--- config.mk ---
export PLATFORM = sky130hd
export DESIGN_NAME = word_byte_serializer
export DESIGN_NICKNAME = d
export VERILOG_FILES = /design/src/rtl/word_byte_serializer.sv
export SDC_FILE = /design/constraint.sdc
export NUM_CORES = 1
export LEC_CHECK = 0
export ABC_CLOCK_PERIOD_IN_PS = 1970
export CORE_MARGIN = 3
export CORE_UTILIZATION = 30
export DETAILED_ROUTE_END_ITERATION = 7
export GPL_ROUTABILITY_DRIVEN = 0
export HOLD_SLACK_MARGIN = 0.02
export SYNTH_ARGS = -nofsm -noshare
export SYNTH_HDL_FRONTEND = slang
export SYNTH_SLANG_ARGS = --single-unit
export TNS_END_PERCENT = 1
--- constraint.sdc ---
create_clock -name clk -period 1.97 [get_ports clk]
set_input_delay 0.2955 -clock clk [delete_from_list [all_inputs] [get_ports clk]]
set_output_delay 0.2955 -clock clk [all_outputs]
set_load 0.005 [all_outputs]
--- src/rtl/word_byte_serializer.sv ---
// word_byte_serializer
// Accepts a 32-bit word (1..4 valid bytes) from a valid/ready producer and
// emits it one byte per accepted transfer on a byte-wide valid/ready port.
// Byte order is selected at elaboration time by MSB_FIRST. A new word can be
// loaded on the same cycle the last byte of the current word transfers, so
// back-to-back words stream without an idle cycle.
module word_byte_serializer #(
  parameter bit MSB_FIRST = 1'b1
) (
  input  logic        clk,
  input  logic        rst_n,
  input  logic        in_valid,
  input  logic [31:0] in_data,
  input  logic [1:0]  in_len,
  output logic        in_ready,
  output logic        out_valid,
  output logic [7:0]  out_byte,
  output logic        out_last,
  input  logic        out_ready,
  output logic        busy
);

  typedef enum logic [0:0] {
    ST_IDLE = 1'b0,
    ST_SEND = 1'b1
  } state_t;

  state_t      r_state;
  state_t      w_state_nxt;
  logic [31:0] r_word;
  logic [31:0] w_word_nxt;
  logic [1:0]  r_len;
  logic [1:0]  w_len_nxt;
  logic [1:0]  r_idx;
  logic [1:0]  w_idx_nxt;

  logic [1:0]  w_lane;
  logic        w_last;
  logic        w_load;
  logic        w_xfer;

  // Lane 0 is [31:24] and lane 3 is [7:0].
  function automatic logic [7:0] lane_byte(input logic [31:0] word, input logic [1:0] lane);
    logic [7:0] b;
    case (lane)
      2'd0:    b = word[31:24];
      2'd1:    b = word[23:16];
      2'd2:    b = word[15:8];
      2'd3:    b = word[7:0];
      default: b = 8'h00;
    endcase
    return b;
  endfunction

  // Which lane the current index points at, depending on byte order.
  assign w_lane = MSB_FIRST ? r_idx : (2'd3 - r_idx);

  // The final byte of the word is the one whose index reaches the length.
  assign w_last = (r_state == ST_SEND) && (r_idx == r_len);

  // Output decode: everything except in_ready comes from registers only.
  always_comb begin
    out_valid = 1'b0;
    out_last  = 1'b0;
    out_byte  = 8'h00;
    in_ready  = 1'b0;
    case (r_state)
      ST_IDLE: begin
        in_ready = 1'b1;
      end
      ST_SEND: begin
        out_valid = 1'b1;
        out_last  = w_last;
        out_byte  = lane_byte(r_word, w_lane);
        in_ready  = w_last & out_ready;
      end
      default: begin
        in_ready = 1'b0;
      end
    endcase
  end

  assign busy   = out_valid;
  assign w_load = in_valid & in_ready;
  assign w_xfer = out_valid & out_ready;

  // Next-state: a load wins (including the reload on the last transfer),
  // otherwise a transfer advances the index or returns to idle.
  always_comb begin
    w_state_nxt = r_state;
    w_word_nxt  = r_word;
    w_len_nxt   = r_len;
    w_idx_nxt   = r_idx;
    if (w_load) begin
      w_state_nxt = ST_SEND;
      w_word_nxt  = in_data;
      w_len_nxt   = in_len;
      w_idx_nxt   = 2'd0;
    end else if (w_xfer) begin
      if (w_last) begin
        w_state_nxt = ST_IDLE;
      end else begin
        w_idx_nxt = r_idx + 2'd1;
      end
    end else begin
      w_state_nxt = r_state;
    end
  end

  // State and datapath registers with synchronous active-low reset.
  always_ff @(posedge clk) begin
    if (!rst_n) begin
      r_state <= ST_IDLE;
      r_word  <= 32'h0000_0000;
      r_len   <= 2'd0;
      r_idx   <= 2'd0;
    end else begin
      r_state <= w_state_nxt;
      r_word  <= w_word_nxt;
      r_len   <= w_len_nxt;
      r_idx   <= w_idx_nxt;
    end
  end

endmodule

* After elaboration in Yosys (flattened, before gate mapping) *
Cells that the tools add are included.

word-level totals
  bits in registers = 37
  word-level logic and storage cells = 30
  output and inout bits = 12
  input port bits = 38

cells by class
  bitwise gates (word level) = 6
  add/sub/neg operators = 1
  mux-type cells = 8
  reduce and logical (&&, ||, !) cells = 7
  eq/ne operators = 4

operators by type and width
  kind                   count
  $pmux W8 S4            1
  $mux W8                1
  $mux W1                5
  $eq A2 B2 Y1 const B   2
  $reduce_and A2 Y1      2
  $reduce_bool A2 Y1     2
  $and A1 B1 Y1          3
  $not A1 Y1             3
  $add A2 B1 Y2 const B  1
  $eq A2 B1 Y1 const B   1
  $eq A2 B2 Y1           1
  $logic_not A2 Y1       1
  $pmux W1 S2            1
  $reduce_or A2 Y1       1
  $logic_and A1 B1 Y1    1

* Logic depth before layout (Yosys ltp) *
Gate-level depths: netlist of run 1.

  depth in word-level cells = 7
  gate-level depth with buffers = 6

* Worst setup path before layout of run 1 *
Ideal clock, no wire load.

  path type = reg-to-output
  start point = register r_idx[0]
  end point = output port out_byte[0]
  path slack = 0.390 ns
  arrival time = 1.285 ns
  data required time = 1.674 ns
  cell stages (with the launch flop) = 7
  cell sequence = dfxtp_1 > inv_1 > ha_1 > clkbuf_1 > a222oi_1 > o21ai_0 > and2_1

between the ends
  cells in the longest elaborated chain, start to end = 3
  elaborated cells between the ends (all ways) = 6
  those cells by class = 3 x eq/ne; 2 x mux; 1 x reduce/logical

ends and longest elaborated chain
  item                                  line  RTL
  start: declaration                    34    logic [1:0] r_idx;
  start signal: assignment              121   r_idx <= w_idx_nxt;
  $eq A2 B2 Y1 (tied with other cells)  45    case (lane)
  $pmux W8 S4 *                         45
  $mux W8 *                             67    case (r_state)
  end: declaration                      17    output logic [7:0] out_byte,

Mark *: on every way between the ends. The rest lies on a longest branch, timed or not.

* Worst setup path in the final report of run 1 *
  start point = register r_idx[0]
  end point = register r_state

between the ends
  cells in the longest elaborated chain, start to end = 7
  elaborated cells between the ends (all ways) = 9
  those cells by class = 1 x eq/ne; 2 x mux; 2 x bitwise; 4 x reduce/logical

ends and longest elaborated chain
  item                                 line  RTL
  $eq A2 B2 Y1 *                       59    assign w_last = (r_state == ST_SEND) && (r_idx == r_len);
  $logic_and A1 B1 Y1 *                59
  $and A1 B1 Y1                        75    in_ready = w_last & out_ready;
  $pmux W1 S2                          67
  $and A1 B1 Y1                        84    assign w_load = in_valid & in_ready;
  $reduce_bool A2 Y1 (no source line)  n/a
  $reduce_and A2 Y1 (no source line)   n/a
  end signal: assignment               118   r_state <= w_state_nxt;
  end: declaration                     28    state_t r_state;

Marks and branches as above.
A chain may end at the register's enable or synchronous reset.

==> impl_results.md, run 1 <==
* Die area at approximately 6600 um2
* Max Slew Vio Count at 0
* Post-Syn Area at around 1700 um2
* CTS root buf: clkbuf_8
* Power per cell area at between 600 and 700 nW/um2
* Share of layout cells above drive strength 1 at 17.60%
* Vias in the first global route at 1478
* Routed vias/inst at 4.745
* Nets at approximately 300
* Final setup vio count at 2
* Hold depth at 2
* Kind of critical path: flop to flop
* TritonCTS Sinks at 37
* Grt total ovfl at 0
* Initial Utilization at about a third
* Max Clock Freq at approximately 500 MHz
* Flop2flop setup slack at -40 ps
* Outcome: finished, violations left
* Area growth syn-to-layout at 45.23%
* Post-DP HPWL at roughly 3000 um
* Critical Path AT at approximately 2200 ps
* Yosys top cell area share at 43.82%
* RSZ-0062 raised after global routing: true
* Worst-Skew Late Latency at 290 ps
* Clk_skew at 5.844 ps
* DR vias at approximately 1.6k
* Cell depth of the worst flop-to-flop path at 12
* Post-CTS Hold Buffers at 0
* Hold Crit Class: flop to flop
* Final WL at 4354 um
* Mean Syn Cell Area at between 7 and 8 um2
* Worst setup SP type: flop
* Crit-path max FO at 4
* Drt first pass iters at 4
* Antenna-violating nets left at 0
* First-pass GRT wire length at approximately 7000 um
* CTS Buf Count at 5
* Residual DRC at 0
* Largest net degree at the start of global routing at between 70 and 80
* Element type at the critical path end: flop
* Cell variety after synth at 22
* Failing checks: negative setup slack
* Cell row count at 26
* Sequential-to-total area share from yosys stat at 43.82%
* Critical R2R Launch: r_idx[0]
* CORE AREA at about 5300 um2
* RR Endpoint: r_state
* WHS Endpoint: r_word[10]
* Antenna violations before repair at 0
* Final Hold Viols at 0
* Pleak at 0.9223 nW
* Syn_nets at roughly 260
* Wire per inst at 12.92 um
* Top Ports at 50
* HP Start: r_word[10]
* Worst VDD drop at between 0.0003 and 0.0004 V
* Syn Inst Count at 213
* Clock transition at path regs at about 70 ps
* FF+latch count, synth at 37
* Die X at a little over 80 um
* Global Route Usage Sum at 13.79%
* Final period utilization at 102.2%
* Fin crit period at about 2000 ps
* Max Root-Sink Buffers at 2
* Final worst slack at -44.09 ps
* IO buf count at 49
* Synth area leaders: dfxtp_1 44%, o21ai_0 11%, nand3_1 10%, nand2_1 9.5%, a222oi_1 4.7%
* CTS tree: done
* Largest area contributor in the netlist: dfxtp_1
* Synthesis Warnings at 0
* Inserted Diodes at 0
* DRT iter0 DRCs at 107
* MaxCap Viol Count at 0
* Worst-Margin Slew at between 400 and 500 ps
* Slew margin rel. at 71.22%
* Final Power at around 1.7 mW
* H-Tree Level Count at 2
* Die Y-Extent at a little over 80 um
* Required @ worst endpoint at 2160 ps
* Setup Slack @ Placement at -150.2 ps
## critical path: stages, from the launching register on
cell,delay [ps]
dfxtp_4,380
buf_6,130
xor2_2,170
nor2_2,150
a21boi_2,80
buf_4,130
buf_4,120
buf_4,120
buf_4,120
buf_4,120
buf_4,120
buf_4,120
o21a_1,150
## timing repair
action | in CTS | in global routing
buffers inserted | 8 | 2
pin swaps | 22 | 18
resized for setup | 45 | 12
endpoints found under the setup margin | 10 | 10
cloned | 0 | 0
## layout make-up
class,count,area (um2)
fill,542,2815
multi-input combinational,151,889.6
sequential,37,748.2
timing repair buffer,67,610.6
clock buffer,7,96.34
tap,70,87.58
inverter,4,17.52
clock inverter,1,5.005
## cells by family (layout without fill, tap and decap cells)
group	Yosys count	after routing	share of synthesized area, %
AOI/OAI and AO/OA	54	54	20.28
xor gates and xnor gates	3	3	1.555
adders and majority gates	4	4	2.961
buffers and inverters	25	79	6.736
DFF	37	37	43.82
muxes	1	1	0.5922
and+or+nand+nor	89	89	24.06
## registers in the layout, indices dropped and copies added (netlist names)
signal   cells
r_idx        2
r_word      32
r_len        2
r_state      1
## cell usage after synthesis
library cell	count
o211a_1	1
and2_1	9
mux2i_1	1
o21ai_1	5
xor2_1	2
buf_2	2
dfxtp_1	37
a21boi_0	1
nor3b_1	2
nand3_1	34
xnor2_1	1
o21a_1	1
nand2_1	43
inv_1	4
clkbuf_2	2
o21ai_0	37
a222oi_1	8
clkbuf_1	13
ha_1	4
buf_4	4
nor2_1	1
o32ai_4	1
## worst max-delay path by stage
stage             start  cells past startpoint          end  slack [ps]
6_report       r_idx[0]                     12      r_state         -40
3_3_place_gp   r_idx[1]                      6  out_byte[6]         -60
3_5_place_dp   r_idx[0]                      6  out_byte[3]        -150
4_1_cts        r_idx[0]                      5  out_byte[0]         -60
5_1_grt        r_idx[0]                     12      r_state        -120
2_1_floorplan  r_idx[0]                      6  out_byte[0]         390
## metrics by stage
step / TNS, ps / hold WS [ps] / utilization (%) / area (um2) / std cells
after floorplan: 0 / 419.6 / - / 1690 / 213
after global placement: -280.9 / 438.1 / 42.69 / 2250 / 319
after detailed placement: -1028 / 448.8 / 42.69 / 2250 / 319
after CTS: -302.7 / 454.7 / 46.34 / 2442 / 335
after global routing: -657.9 / 485.3 / 46.58 / 2455 / 337
final: -48.31 / 453.0 / 46.58 / 2455 / 337
## where the power goes
part,switching (mW),internal [mW],leakage (nW)
clock,0.255,0.316,0.0542
sequential,0.0375,0.803,0.306
combinational,0.133,0.162,0.562
total,0.425,1.28,0.922
## placed cells by master, fill, tap and decap left out, drive strengths merged
master and n:
o21ai 42, clkbuf 12, dfxtp 37, o21a 1, nand3 34, nor2 1, xnor2 1, mux2i 1
clkinv 1, o211a 1, inv 4, nand2 43, and2 9, dlygate4sd2 2, a21boi 1, nor3b 2
xor2 2, a222oi 8, o32ai 1, clkdlybuf4s50 38, buf 22, ha 4
## per-layer routing
layer	vias up	GRT usage (%)	routed length (um)
met2	40	21.02	1905
met4	0	3.547	32
met5	-	0	0
met3	5	3.769	273
met1	707	19.16	2142
li1	847	-	-
Note: power is estimated with default switching activity, not from simulation.
==> inputs of run 2 (changes only) <==
--- a/config.mk
+++ b/config.mk
@@ -8,6 +8,7 @@
 export ABC_CLOCK_PERIOD_IN_PS = 1970
 export CORE_MARGIN = 3
 export CORE_UTILIZATION = 30
+export CTS_CLUSTER_DIAMETER = 60
 export DETAILED_ROUTE_END_ITERATION = 7
 export GPL_ROUTABILITY_DRIVEN = 0
 export HOLD_SLACK_MARGIN = 0.02
==> results of run 2 <==
Final layout, timing and power as in run 1 (identical DEF).
